**config.mk**
```make
export PLATFORM = sky130hd
export DESIGN_NAME = uart_rx_param
export DESIGN_NICKNAME = d
export VERILOG_FILES = /design/src/rtl/uart_rx_param.sv
export SDC_FILE = /design/constraint.sdc
export NUM_CORES = 1
export LEC_CHECK = 0
export CORE_ASPECT_RATIO = 1.4
export CORE_MARGIN = 2
export CORE_UTILIZATION = 48
export DETAILED_ROUTE_END_ITERATION = 8
export DONT_BUFFER_PORTS = 1
export GPL_TIMING_DRIVEN = 0
export MAX_ROUTING_LAYER = met4
export PLACE_DENSITY = 0.74
export SYNTH_ARGS = -nofsm -noshare
export SYNTH_HDL_FRONTEND = slang
export SYNTH_SLANG_ARGS = --single-unit
```
**constraint.sdc**
```tcl
create_clock -name clk -period 2.3 [get_ports clk]
set_clock_uncertainty 0.1 [all_clocks]
set_input_delay 0.46 -clock clk [delete_from_list [all_inputs] [get_ports clk]]
set_output_delay 0.46 -clock clk [all_outputs]
set_load 0.005 [all_outputs]
```
**src/rtl/uart_rx_param.sv**
```systemverilog
`default_nettype none
// ============================================================================
// Module   : uart_rx_param
// Purpose  : Parametrised UART receiver with integrated baud timing.
//            Configurable data width, optional even/odd parity, 1 or 2 stop
//            bits. Reports parity, framing and (sticky) overrun errors and
//            delivers words over a valid/ready handshake.
// Ports    : clk        - system clock
//            rst_n      - asynchronous active-low reset
//            uart_rx    - serial line, idle high, LSB first
//            rx_data    - received word, stable while rx_valid = 1
//            rx_valid   - word available, held until accepted
//            rx_ready   - consumer accepts when rx_valid & rx_ready
//            parity_err - parity mismatch on rx_data (qualified by rx_valid)
//            frame_err  - a stop bit sampled low (qualified by rx_valid)
//            overrun    - sticky, a frame completed while a word was pending
//            rx_busy    - high from start-bit detection to end of last stop
// Revision : 1.0 - initial release
// ============================================================================
module uart_rx_param #(
  parameter int CLK_DIV     = 217,
  parameter int DATA_BITS   = 8,
  parameter int PARITY_EN   = 0,
  parameter int PARITY_ODD  = 0,
  parameter int STOP_BITS   = 1,
  parameter int SYNC_STAGES = 3
) (
  input  logic                 clk,
  input  logic                 rst_n,
  input  logic                 uart_rx,
  output logic [DATA_BITS-1:0] rx_data,
  output logic                 rx_valid,
  input  logic                 rx_ready,
  output logic                 parity_err,
  output logic                 frame_err,
  output logic                 overrun,
  output logic                 rx_busy
);

  localparam int c_TIMER_W = $clog2(CLK_DIV);
  localparam int c_BIT_W   = $clog2(DATA_BITS + 1);

  localparam logic [c_TIMER_W-1:0] c_FULL_M1  = c_TIMER_W'(CLK_DIV - 1);
  localparam logic [c_TIMER_W-1:0] c_HALF_M1  = c_TIMER_W'(CLK_DIV / 2 - 1);
  localparam logic [c_BIT_W-1:0]   c_LAST_BIT = c_BIT_W'(DATA_BITS - 1);
  localparam logic [0:0]           c_LAST_STP = 1'(STOP_BITS - 1);

  localparam logic [2:0] c_S_IDLE   = 3'd0;
  localparam logic [2:0] c_S_START  = 3'd1;
  localparam logic [2:0] c_S_DATA   = 3'd2;
  localparam logic [2:0] c_S_PARITY = 3'd3;
  localparam logic [2:0] c_S_STOP   = 3'd4;
  localparam logic [2:0] c_S_DONE   = 3'd5;

  logic [SYNC_STAGES-1:0] r_sync;
  logic                   r_prev;
  logic                   w_rx;
  logic                   w_start_edge;

  logic [2:0]             r_state;
  logic [2:0]             w_next;

  logic [c_TIMER_W-1:0]   r_timer;
  logic                   w_tick;
  logic                   w_busy;
  logic                   w_done;

  logic [c_BIT_W-1:0]     r_bitcnt;
  logic [0:0]             r_stopcnt;
  logic [DATA_BITS-1:0]   r_shift;
  logic                   r_pbit;
  logic                   r_ferr;

  logic [DATA_BITS-1:0]   r_data;
  logic                   r_valid;
  logic                   r_perr_o;
  logic                   r_ferr_o;
  logic                   r_overrun;
  logic                   w_xfer;
  logic                   w_perr;

  // --------------------------------------------------------------------------
  // Input synchroniser and start-edge detector
  // --------------------------------------------------------------------------
  always_ff @(posedge clk or negedge rst_n) begin
    if (!rst_n) begin
      r_sync <= '1;
      r_prev <= 1'b1;
    end else begin
      r_sync <= {r_sync[SYNC_STAGES-2:0], uart_rx};
      r_prev <= w_rx;
    end
  end

  assign w_rx         = r_sync[SYNC_STAGES-1];
  // A genuine 1 -> 0 transition is required, so a line stuck low after a
  // framing error cannot retrigger reception until it has returned high.
  assign w_start_edge = r_prev & ~w_rx;

  // --------------------------------------------------------------------------
  // FSM: state register
  // --------------------------------------------------------------------------
  always_ff @(posedge clk or negedge rst_n) begin
    if (!rst_n) begin
      r_state <= c_S_IDLE;
    end else begin
      r_state <= w_next;
    end
  end

  // --------------------------------------------------------------------------
  // FSM: next-state logic
  // --------------------------------------------------------------------------
  always_comb begin
    w_next = r_state;
    case (r_state)
      c_S_IDLE: begin
        if (w_start_edge) w_next = c_S_START;
      end
      c_S_START: begin
        // Mid-start-bit check rejects glitches shorter than half a bit.
        if (w_tick) w_next = w_rx ? c_S_IDLE : c_S_DATA;
      end
      c_S_DATA: begin
        if (w_tick && (r_bitcnt == c_LAST_BIT))
          w_next = (PARITY_EN != 0) ? c_S_PARITY : c_S_STOP;
      end
      c_S_PARITY: begin
        if (w_tick) w_next = c_S_STOP;
      end
      c_S_STOP: begin
        if (w_tick && (r_stopcnt == c_LAST_STP)) w_next = c_S_DONE;
      end
      c_S_DONE: begin
        w_next = c_S_IDLE;
      end
      default: begin
        w_next = c_S_IDLE;
      end
    endcase
  end

  // --------------------------------------------------------------------------
  // FSM: output logic
  // --------------------------------------------------------------------------
  always_comb begin
    w_busy = (r_state != c_S_IDLE);
    w_done = (r_state == c_S_DONE);
    case (r_state)
      c_S_START:                      w_tick = (r_timer == c_HALF_M1);
      c_S_DATA, c_S_PARITY, c_S_STOP: w_tick = (r_timer == c_FULL_M1);
      default:                        w_tick = 1'b0;
    endcase
  end

  // --------------------------------------------------------------------------
  // Bit timer: restarts on every state entry and after every sample
  // --------------------------------------------------------------------------
  always_ff @(posedge clk or negedge rst_n) begin
    if (!rst_n) begin
      r_timer <= '0;
    end else if ((w_next != r_state) || w_tick || (r_state == c_S_IDLE)) begin
      r_timer <= '0;
    end else begin
      r_timer <= r_timer + 1'b1;
    end
  end

  // --------------------------------------------------------------------------
  // Frame datapath: shift register, counters, parity and stop capture
  // --------------------------------------------------------------------------
  always_ff @(posedge clk or negedge rst_n) begin
    if (!rst_n) begin
      r_shift   <= '0;
      r_bitcnt  <= '0;
      r_stopcnt <= '0;
      r_pbit    <= 1'b0;
      r_ferr    <= 1'b0;
    end else begin
      case (r_state)
        c_S_IDLE: begin
          r_bitcnt  <= '0;
          r_stopcnt <= '0;
          r_ferr    <= 1'b0;
        end
        c_S_DATA: begin
          if (w_tick) begin
            // Right shift: after DATA_BITS samples, bit k sits in r_shift[k].
            r_shift  <= {w_rx, r_shift[DATA_BITS-1:1]};
            r_bitcnt <= r_bitcnt + 1'b1;
          end
        end
        c_S_PARITY: begin
          if (w_tick) r_pbit <= w_rx;
        end
        c_S_STOP: begin
          if (w_tick) begin
            if (!w_rx) r_ferr <= 1'b1;
            if (r_stopcnt != c_LAST_STP) r_stopcnt <= r_stopcnt + 1'b1;
          end
        end
        default: begin
        end
      endcase
    end
  end

  assign w_perr = (PARITY_EN != 0) &&
                  ((^r_shift) ^ r_pbit ^ (PARITY_ODD != 0));

  // --------------------------------------------------------------------------
  // Output register and valid/ready handshake
  // --------------------------------------------------------------------------
  assign w_xfer = r_valid & rx_ready;

  always_ff @(posedge clk or negedge rst_n) begin
    if (!rst_n) begin
      r_data    <= '0;
      r_valid   <= 1'b0;
      r_perr_o  <= 1'b0;
      r_ferr_o  <= 1'b0;
      r_overrun <= 1'b0;
    end else if (w_done) begin
      // A word leaving in this very cycle frees the slot for the new one.
      if (!r_valid || w_xfer) begin
        r_data   <= r_shift;
        r_perr_o <= w_perr;
        r_ferr_o <= r_ferr;
        r_valid  <= 1'b1;
      end else begin
        r_overrun <= 1'b1;
      end
    end else if (w_xfer) begin
      r_valid <= 1'b0;
    end
  end

  assign rx_data    = r_data;
  assign rx_valid   = r_valid;
  assign parity_err = r_perr_o;
  assign frame_err  = r_ferr_o;
  assign overrun    = r_overrun;
  assign rx_busy    = w_busy;

endmodule
`default_nettype wire

```
==> flow_summary.json <==
{
  "maxSlewHeadroom": 0.662,
  "cp-endpoint": "r_ferr",
  "die_w_um": 54.0,
  "synthFlopType": "dfrtp_1",
  "worst-path-max-fanout": 6,
  "path_class": "reg -> reg",
  "wirelength_um": 2740,
  "antennaDiodeCount": 0,
  "synth_seq_cells": 39,
  "viasPerCell": 5.67,
  "status": "completed",
  "ir_drop_uv": 605,
  "clkTransAtPathRegs_ps": 70,
  "final_common_cell": "dfrtp_1",
  "grt_pass1_vias": 1072,
  "rows": 25,
  "maxCapViolCount": 0,
  "cts-root-buf": "clkbuf_8",
  "tns_ps": 0,
  "critPathRequiredTime_ps": 2430,
  "final_cells": 186,
  "synth_top_area_frac": 0.522,
  "crit_start": "r_timer[2]",
  "die_area_um2": 3990,
  "synth_warnings": 0,
  "post_synth_instance_area_um2": 1680,
  "layout-drive-gt1-share": 0.253,
  "grt_pass1_wl_um": 4470,
  "hold_viol_final": 0,
  "r2r-end": "r_ferr",
  "pwr_density_cell_nw_per_um2": 759,
  "grt_start_max_net_pins": 40,
  "finalCriticalPeriod_ps": 2180,
  "core_region_area_um2": 3350,
  "drc": 0,
  "antenna_found_initial": 0,
  "worst-r2r-setup-slack_ps": 120,
  "cts.sink_count": 39,
  "dr.pass1.iters": 4,
  "grt_usage": 0.162,
  "ys_seq_area_frac": 0.585,
  "htreeDepth": 2,
  "io_pins": 17,
  "post-place-ws_ps": 99.8,
  "r2r_cells": 5,
  "syn_to_final_growth_pct": 10.2,
  "layout_common_cells": "dfrtp_1 (35), mux2_2 (17), nor2_1 (14), nand2_1 (6)",
  "place_congestion": 0.833,
  "ys_async_sr_fraction": 1.00,
  "setup_violations": 0,
  "grt_overflow_total": 0,
  "synth_edf_count": 0,
  "max_freq_mhz": 458,
  "tightest_slew_ps": 508,
  "synthesis.nets": 142,
  "num-nets-final": 151,
  "num-fill-cells": 279,
  "end_kind": "flip-flop",
  "synth_cells": 136,
  "hold_class": "in -> reg",
  "insertion_delay_ps": 290,
  "first_iter_violations": 29,
  "routedWlPerCell_um": 14.7,
  "avgSynthCellArea_um2": 12.3,
  "slew_viol_final": 0,
  "r2r_start": "r_timer[2]",
  "yosysUniqueCellTypes": 40,
  "ant_nets": 0,
  "fin_ws_ps": 117,
  "grt_setup_unrepaired": "no",
  "yosysTopAreaCell": "dfrtp_1",
  "startpoint_type": "flip-flop",
  "start_util": 0.501,
  "post-cts-setup-buffers": 0,
  "power_uw": 1400,
  "synthTopCellsByArea": "dfrtp_1 (52%), mux2_2 (11%), dfstp_2 (6.3%)",
  "cts_buffers": 5,
  "clock_path_buffers": 2,
  "dpl.hpwl_um": 1930,
  "vias": 1054,
  "placedCellCount": 176,
  "finalCritPeriodShare": 0.949,
  "dieHeight_um": 73.9,
  "p_leak_uw": 0.000861,
  "worstPathArrival_ps": 2310,
  "numPortBuffers": 0,
  "cts_tree": "built"
}
[synth_stat cells (2+ instances only)]
master    number
inv_1          4
nor2_1        14
clkbuf_1       4
or4b_2         2
dfrtp_1       35
nand4_1        5
o21ai_0        2
nand2_1        6
mux2_2        17
nor3b_1        2
nand3_1        4
ha_1           2
o211ai_1       3
xnor2_1        5
dfstp_2        4
xor2_1         3
[metrics by stage]
stage	hold WS [ps]	cell area [um2]	util
after detailed placement	65.8	1730	0.516
after global placement	65.7	1730	0.516
after floorplan	64.4	1680	-
final	62.3	1850	0.552
after CTS	53.2	1840	0.550
after global routing	40.2	1850	0.552
[cell families after synthesis]
family                     count (synthesis)  share of synthesized area
and+or+nand+nor                           46                      0.157
buffers and inverters                     10                     0.0254
xor gates and xnor gates                   8                     0.0418
muxes                                     18                      0.120
AOI/OAI and AO/OA                         12                     0.0537
other                                      1                    0.00224
adders and majority gates                  2                     0.0149
DFF                                       39                      0.585
[layer usage]
layer	vias up	track usage	wire length, um
li1	492	-	-
met1	534	0.184	1120
met2	23	0.248	1450
met3	5	0.0462	115
met4	0	0.0997	52
met5	-	-	0
[flip-flops by register name, summed over array words and instances (netlist names)]
name,flops
r_shift,8
r_timer,8
rx_data,8
r_bitcnt,4
r_state,3
r_sync,3
frame_err,1
overrun,1
r_ferr,1
r_prev,1
rx_valid,1
[critical path: stages (launching register included)]
cell	delay (ps)
dfrtp_1	440
or4b_1	510
or4_1	400
buf_2	170
a2111oi_2	350
o21a_1	160
[worst min-delay path by stage]
stage,startpoint,to,slack [ps],cells after the start
final,uart_rx,r_sync[0],60,0
after CTS,uart_rx,r_sync[0],50,0
after global placement,rst_n,rx_data[6],70,0
after detailed placement,rst_n,rx_data[6],70,0
after global routing,uart_rx,r_sync[0],40,0
after floorplan,rst_n,frame_err,60,0
[power by group]
part           total (uW)  leakage, uW  internal [uW]  switching, uW
logic                 157     0.000299           74.8           82.3
registers             809     0.000520            740           68.9
clock network         437    0.0000412            211            225
[repair_timing]
action,4_1_cts,5_1_grt
hold endpoints to repair,39,0
setup endpoints to repair,0,1
hold buffers,2,0
resized for setup,0,1
[cell type report]
type,instances,area (um2),area share
Buffer,6,27.5,0.0149
Sequential cell,39,981,0.531
Clock buffer,6,72.6,0.0393
Tap cell,40,50.0,0.0271
Inverter,4,15.0,0.00812
Multi-Input combinational cell,87,659,0.357
Timing Repair Buffer,2,30.0,0.0162
Clock inverter,2,12.5,0.00677
No activity file was read; power rests on OpenSTA's default activity.
